[config.mk]
export PLATFORM = sky130hd
export DESIGN_NAME = seven_segment_scanner
export DESIGN_NICKNAME = d
export VERILOG_FILES = /design/src/rtl/seven_segment_scanner_pkg.sv /design/src/rtl/seg7_hex_encode.sv /design/src/rtl/seven_segment_scanner.sv
export VERILOG_INCLUDE_DIRS = /design/src /design/src/rtl
export SDC_FILE = /design/constraint.sdc
export NUM_CORES = 1
export LEC_CHECK = 0
export CAP_MARGIN = 5
export CELL_PAD_IN_SITES_DETAIL_PLACEMENT = 1
export CELL_PAD_IN_SITES_GLOBAL_PLACEMENT = 1
export CORE_MARGIN = 2
export CORE_UTILIZATION = 30
export CTS_CLUSTER_DIAMETER = 30
export DETAILED_ROUTE_END_ITERATION = 10
export GPL_TIMING_DRIVEN = 0
export PLACE_DENSITY_LB_ADDON = 0.1
export SYNTH_ARGS = -nofsm -noshare
export SYNTH_HDL_FRONTEND = slang
export SYNTH_SLANG_ARGS = --single-unit
[constraint.sdc]
create_clock -name clk -period 1.8 [get_ports clk]
set_input_delay 0.36 -clock clk [delete_from_list [all_inputs] [get_ports clk]]
set_output_delay 0.36 -clock clk [all_outputs]
set_load 0.02 [all_outputs]
[src/rtl/seven_segment_defs.vh]
// Seven-segment glyph constants (gfedcba, active-high) and segment bit positions.
`ifndef SEVEN_SEGMENT_DEFS_VH
`define SEVEN_SEGMENT_DEFS_VH

`define SEG_BIT_A  0
`define SEG_BIT_B  1
`define SEG_BIT_C  2
`define SEG_BIT_D  3
`define SEG_BIT_E  4
`define SEG_BIT_F  5
`define SEG_BIT_G  6
`define SEG_BIT_DP 7

`define SEG_HEX_0 7'h3F
`define SEG_HEX_1 7'h06
`define SEG_HEX_2 7'h5B
`define SEG_HEX_3 7'h4F
`define SEG_HEX_4 7'h66
`define SEG_HEX_5 7'h6D
`define SEG_HEX_6 7'h7D
`define SEG_HEX_7 7'h07
`define SEG_HEX_8 7'h7F
`define SEG_HEX_9 7'h6F
`define SEG_HEX_A 7'h77
`define SEG_HEX_B 7'h7C
`define SEG_HEX_C 7'h39
`define SEG_HEX_D 7'h5E
`define SEG_HEX_E 7'h79
`define SEG_HEX_F 7'h71

`endif

[src/rtl/seven_segment_scanner_pkg.sv]
// Shared helpers for the seven-segment scanner: segment byte assembly with polarity.
`include "seven_segment_defs.vh"

package seven_segment_scanner_pkg;

  localparam int unsigned SegWidth = 8;

  function automatic logic [SegWidth-1:0] seg_pack(logic dp_on, logic [6:0] glyph,
                                                   logic active_low);
    logic [SegWidth-1:0] v;
    v = '0;
    v[`SEG_BIT_DP]            = dp_on;
    v[`SEG_BIT_G:`SEG_BIT_A]  = glyph;
    return active_low ? ~v : v;
  endfunction

endpackage

[src/rtl/seg7_hex_encode.sv]
// Combinational hex nibble to seven-segment glyph (gfedcba, active-high).
`include "seven_segment_defs.vh"

module seg7_hex_encode (
  input  logic [3:0] nibble_i,
  output logic [6:0] segs_o
);

  always_comb begin
    segs_o = '0;
    unique case (nibble_i)
      4'h0: segs_o = `SEG_HEX_0;
      4'h1: segs_o = `SEG_HEX_1;
      4'h2: segs_o = `SEG_HEX_2;
      4'h3: segs_o = `SEG_HEX_3;
      4'h4: segs_o = `SEG_HEX_4;
      4'h5: segs_o = `SEG_HEX_5;
      4'h6: segs_o = `SEG_HEX_6;
      4'h7: segs_o = `SEG_HEX_7;
      4'h8: segs_o = `SEG_HEX_8;
      4'h9: segs_o = `SEG_HEX_9;
      4'hA: segs_o = `SEG_HEX_A;
      4'hB: segs_o = `SEG_HEX_B;
      4'hC: segs_o = `SEG_HEX_C;
      4'hD: segs_o = `SEG_HEX_D;
      4'hE: segs_o = `SEG_HEX_E;
      4'hF: segs_o = `SEG_HEX_F;
    endcase
  end

endmodule

[src/rtl/seven_segment_scanner.sv]
// Multiplexed hex display driver: double-buffered digits, anti-ghost blanking,
// leading-zero suppression and a frame_start marker.
`include "seven_segment_defs.vh"

module seven_segment_scanner
  import seven_segment_scanner_pkg::*;
#(
  parameter int unsigned DIGITS         = 4,
  parameter int unsigned SCAN_DIV       = 50000,
  parameter int unsigned BLANK_CYCLES   = 2,
  parameter bit          SEG_ACTIVE_LOW = 1'b1,
  parameter bit          AN_ACTIVE_LOW  = 1'b1
) (
  input  logic                  clk,
  input  logic                  rst,
  input  logic                  load,
  input  logic [4*DIGITS-1:0]   value,
  input  logic [DIGITS-1:0]     dp,
  input  logic                  lz_en,
  input  logic                  enable,
  output logic [7:0]            seg,
  output logic [DIGITS-1:0]     an,
  output logic                  frame_start
);

  localparam int unsigned CntW = (SCAN_DIV > 1) ? $clog2(SCAN_DIV) : 1;
  localparam int unsigned IdxW = (DIGITS > 1) ? $clog2(DIGITS) : 1;
  localparam logic [CntW-1:0]   CntLast  = CntW'(SCAN_DIV - 1);
  localparam logic [IdxW-1:0]   IdxLast  = IdxW'(DIGITS - 1);
  localparam logic [CntW-1:0]   CntBlank = CntW'(BLANK_CYCLES);
  localparam logic [7:0]        SegOff   = SEG_ACTIVE_LOW ? 8'hFF : 8'h00;
  localparam logic [DIGITS-1:0] AnOff    = AN_ACTIVE_LOW ? {DIGITS{1'b1}} : '0;

  logic [CntW-1:0]     cnt_q, cnt_d;
  logic [IdxW-1:0]     idx_q, idx_d;
  logic                first_q;
  logic [4*DIGITS-1:0] pend_val_q, pend_val_d, disp_val_q, disp_val_d;
  logic [DIGITS-1:0]   pend_dp_q, pend_dp_d, disp_dp_q, disp_dp_d;
  logic [7:0]          seg_q, seg_d;
  logic [DIGITS-1:0]   an_q, an_d;
  logic                fs_q, fs_d;

  logic                boundary;
  logic [IdxW+1:0]     nib_base;
  logic [3:0]          nib;
  logic [6:0]          hex_segs;
  logic [DIGITS-1:0]   zero_above;
  logic                lz_acc;
  logic                suppress;

  // The cycle after reset is treated as a frame boundary so a load there lands at once.
  assign boundary = first_q | ((cnt_q == CntLast) & (idx_q == IdxLast));

  always_comb begin
    cnt_d      = cnt_q + 1'b1;
    idx_d      = idx_q;
    if (cnt_q == CntLast) begin
      cnt_d = '0;
      idx_d = (idx_q == IdxLast) ? '0 : idx_q + 1'b1;
    end
    pend_val_d = load ? value : pend_val_q;
    pend_dp_d  = load ? dp : pend_dp_q;
    // Using the next pending value gives the load-at-boundary bypass for free.
    disp_val_d = boundary ? pend_val_d : disp_val_q;
    disp_dp_d  = boundary ? pend_dp_d : disp_dp_q;
  end

  assign nib_base = {idx_q, 2'b00};
  assign nib      = disp_val_q[nib_base +: 4];

  seg7_hex_encode u_hex (
    .nibble_i (nib),
    .segs_o   (hex_segs)
  );

  // zero_above[k]: nibbles k..DIGITS-1 of the display register are all zero.
  always_comb begin
    zero_above = '0;
    lz_acc     = 1'b1;
    for (int k = DIGITS - 1; k >= 0; k--) begin
      lz_acc        = lz_acc & (disp_val_q[4*k +: 4] == 4'h0);
      zero_above[k] = lz_acc;
    end
  end

  assign suppress = lz_en & (idx_q != '0) & zero_above[idx_q];

  always_comb begin
    seg_d = SegOff;
    an_d  = AnOff;
    fs_d  = (cnt_q == '0) & (idx_q == '0);
    if (enable && !(cnt_q < CntBlank)) begin
      seg_d = seg_pack(disp_dp_q[idx_q], suppress ? 7'h00 : hex_segs, SEG_ACTIVE_LOW);
      an_d  = AnOff ^ (DIGITS'(1) << idx_q);
    end
  end

  always_ff @(posedge clk) begin
    if (rst) begin
      cnt_q      <= '0;
      idx_q      <= '0;
      first_q    <= 1'b1;
      pend_val_q <= '0;
      pend_dp_q  <= '0;
      disp_val_q <= '0;
      disp_dp_q  <= '0;
      seg_q      <= SegOff;
      an_q       <= AnOff;
      fs_q       <= 1'b0;
    end else begin
      cnt_q      <= cnt_d;
      idx_q      <= idx_d;
      first_q    <= 1'b0;
      pend_val_q <= pend_val_d;
      pend_dp_q  <= pend_dp_d;
      disp_val_q <= disp_val_d;
      disp_dp_q  <= disp_dp_d;
      seg_q      <= seg_d;
      an_q       <= an_d;
      fs_q       <= fs_d;
    end
  end

  assign seg         = seg_q;
  assign an          = an_q;
  assign frame_start = fs_q;

endmodule

==> results.json <==
{
  "status": "finished with violations",
  "violations": "negative setup slack",
  "dpl_cell_area_sq_um": 3810,
  "syn_area_per_cell_sq_um": 10.2,
  "yosysSeqAreaShare": 0.443,
  "synth.area.top_cells": "dfxtp_1, mux2_1, mux2i_1, mux4_2, nor2b_1",
  "wl_per_cell_um": 14.8,
  "initial_core_util": 0.304,
  "numPortBuffers": 36,
  "synth_edf_count": 0,
  "overflow": 0,
  "dr.pass1.iters": 4,
  "die_w_um": 108,
  "numCtsBuffers": 9,
  "cts_tree": "yes",
  "reg2reg_slack_ns": -0.16,
  "synth-seq-cells": 72,
  "worst_slack_ns": -0.164,
  "rr_endpoint": "seg[3]$_SDFF_PP1_",
  "clockRootBuffer": "clkbuf_8",
  "path_max_fanout": 8,
  "dpl.cell_count": 495,
  "synthCells": 319,
  "grt_usage": 0.150,
  "grt_max_degree": 13,
  "grt_pass1_wl_um": 13500,
  "slew_viol_final": 0,
  "tightest_slew_ns": 0.752,
  "finalClockSkew_ns": 0.0107,
  "final_area_sq_um": 4330,
  "rr_worst_depth": 7,
  "pin_count": 38,
  "r2r_start": "idx_q[0]$_SDFFE_PP0N_",
  "max_freq_ghz": 0.509,
  "dp_slack_ns": -0.532,
  "core_sq_um": 10700,
  "synth_nets": 356,
  "clock_latency_ns": 0.35,
  "vias": 2485,
  "nFillCells": 1201,
  "irDropWorstVdd_uv": 288,
  "power.density_nw_per_um2": 787,
  "worstSetupStartpointType": "flop",
  "via_per_inst": 4.72,
  "netlist_area_sq_um": 3260,
  "final.min_clock_period_ns": 1.96,
  "cts_max_path_buffers": 2,
  "layout_common_cells": "dfxtp_1, nor2_1, clkdlybuf4s50_1",
  "rsz0062_at_grt": "true",
  "fin_crit_sh": 1.09,
  "min_from": "cnt_q[15]$_SDFF_PP0_",
  "netlist.area_leader.share": 0.443,
  "num_rows": 38,
  "fin_cells": 526,
  "drive_above_1_share": 0.249,
  "die_h_um": 108,
  "gp_congestion": 0.780,
  "finalPower_w": 0.00341,
  "layout_commonest_cell": "dfxtp_1",
  "finalHoldViolations": 0,
  "drtAntennaViolNets": 0,
  "setup_violations": 27,
  "clk_pin_slew_ns": 0.08,
  "hold_path_class": "reg -> reg",
  "max_slew_margin": 0.499,
  "ys_warn_count": 0,
  "synth_top_area_cell": "dfxtp_1",
  "async_reset_ff_frac": 0,
  "synth_ff_type": "dfxtp_1",
  "antenna_found_initial": 0,
  "drv_cap": 0,
  "arrival_ns": 2.25,
  "num_antenna_cells": 0,
  "hold_buffers": 0,
  "post_synth_num_cell_types": 42,
  "crit_type": "reg -> reg",
  "end_kind": "flop",
  "cts.sinks": 72,
  "drtIter0Drc": 60,
  "totalWireLength_um": 7800,
  "syn_to_final_growth_pct": 32.8,
  "drc": 0,
  "die_area_sq_um": 11700,
  "p_leak_nw": 1.79,
  "dp_hpwl_um": 5520,
  "min_delay_path_depth": 2,
  "cts_max_level": 3,
  "worstPathRequired_ns": 2.08,
  "grt_pass1_vias": 2710,
  "nets": 418,
  "hold_end": "cnt_q[15]$_SDFF_PP0_"
}
## power breakdown
group	internal, W	switching, W	total [W]
clock	0.000671	0.000609	0.00128
combinational	0.000235	0.000188	0.000423
sequential	0.00166	0.0000418	0.00170
total	0.00257	0.000839	0.00341
## sequential cells by signal (all words and copies together) (netlist names)
name	cells
cnt_q	16
disp_val_q	16
idx_q	2
first_q	1
pend_val_q	16
frame_start	1
pend_dp_q	4
an	4
seg	8
disp_dp_q	4
## cells in the mapped netlist (3+ instances only)
library cell / count
a21oi_1: 7
and3_1: 5
buf_2: 6
clkbuf_1: 8
dfxtp_1: 72
ha_1: 12
inv_1: 10
mux2_1: 21
mux2i_1: 22
mux4_2: 7
nand2_1: 11
nand3_1: 10
nand4_1: 8
nor2_1: 39
nor2b_1: 25
nor4_1: 5
o21ai_0: 6
or3_1: 3
or4_1: 3
xnor2_1: 10
xor2_1: 4
## worst max path at each step
stage / startpoint / to / cells after the start
after floorplan: idx_q[0]$_SDFFE_PP0N_ / seg[3]$_SDFF_PP1_ / 6
after global routing: idx_q[0]$_SDFFE_PP0N_ / seg[3]$_SDFF_PP1_ / 7
final: idx_q[0]$_SDFFE_PP0N_ / seg[3]$_SDFF_PP1_ / 7
after CTS: idx_q[0]$_SDFFE_PP0N_ / seg[1]$_SDFF_PP1_ / 6
after global placement: rst / disp_val_q[11]$_SDFFE_PP0P_ / 5
after detailed placement: rst / disp_val_q[11]$_SDFFE_PP0P_ / 5
## layer usage
metal	wire length, um	up-vias	track usage
li1	-	1232	-
met1	3820	1219	0.196
met4	59	0	0.0412
met3	253	4	0.0398
met2	3660	30	0.244
met5	0	-	0
## critical path: stages, from the launching register on
cell,delay (ns)
dfxtp_2,0.35
buf_8,0.13
mux4_2,0.64
inv_2,0.13
ha_2,0.29
mux2i_1,0.18
mux2i_1,0.10
nand3_1,0.08
## metrics by stage
step | hold slack [ns] | util | setup TNS, ns
2_1_floorplan | 0.388 | - | -0.0194
3_3_place_gp | 0.462 | 0.356 | -20.74
3_5_place_dp | 0.470 | 0.356 | -22.55
4_1_cts | 0.519 | 0.400 | -1.38
5_1_grt | 0.549 | 0.404 | -2.56
6_report | 0.507 | 0.404 | -0.926
## logic make-up after synthesis
group | count (synthesis) | share of synthesized area
fa+ha+maj | 12 | 0.0461
flops | 72 | 0.443
xor+xnor | 14 | 0.0376
simple gates | 120 | 0.201
compound gates | 24 | 0.0465
mux | 51 | 0.192
buf+inv | 26 | 0.0346
## repair_timing
| action | 4_1_cts | 5_1_grt |
|---|---|---|
| resized for setup | 52 | 12 |
| pin swaps | 5 | 7 |
| setup endpoints to repair | 43 | 42 |
| buffers inserted | 12 | 3 |
| cloned | 2 | 0 |
## layout make-up
| cell class | count | area (sq um) | area share |
|---|---|---|---|
| buffer | 14 | 90.1 | 0.0208 |
| inverter | 10 | 40.0 | 0.00925 |
| timing repair buffer | 53 | 499 | 0.115 |
| clock inverter | 6 | 58.8 | 0.0136 |
| sequential | 72 | 1450 | 0.336 |
| multi-input combinational | 221 | 1870 | 0.433 |
| clock buffer | 10 | 138 | 0.0318 |
| tap | 140 | 175 | 0.0405 |
(Power assumes the default switching activity.)
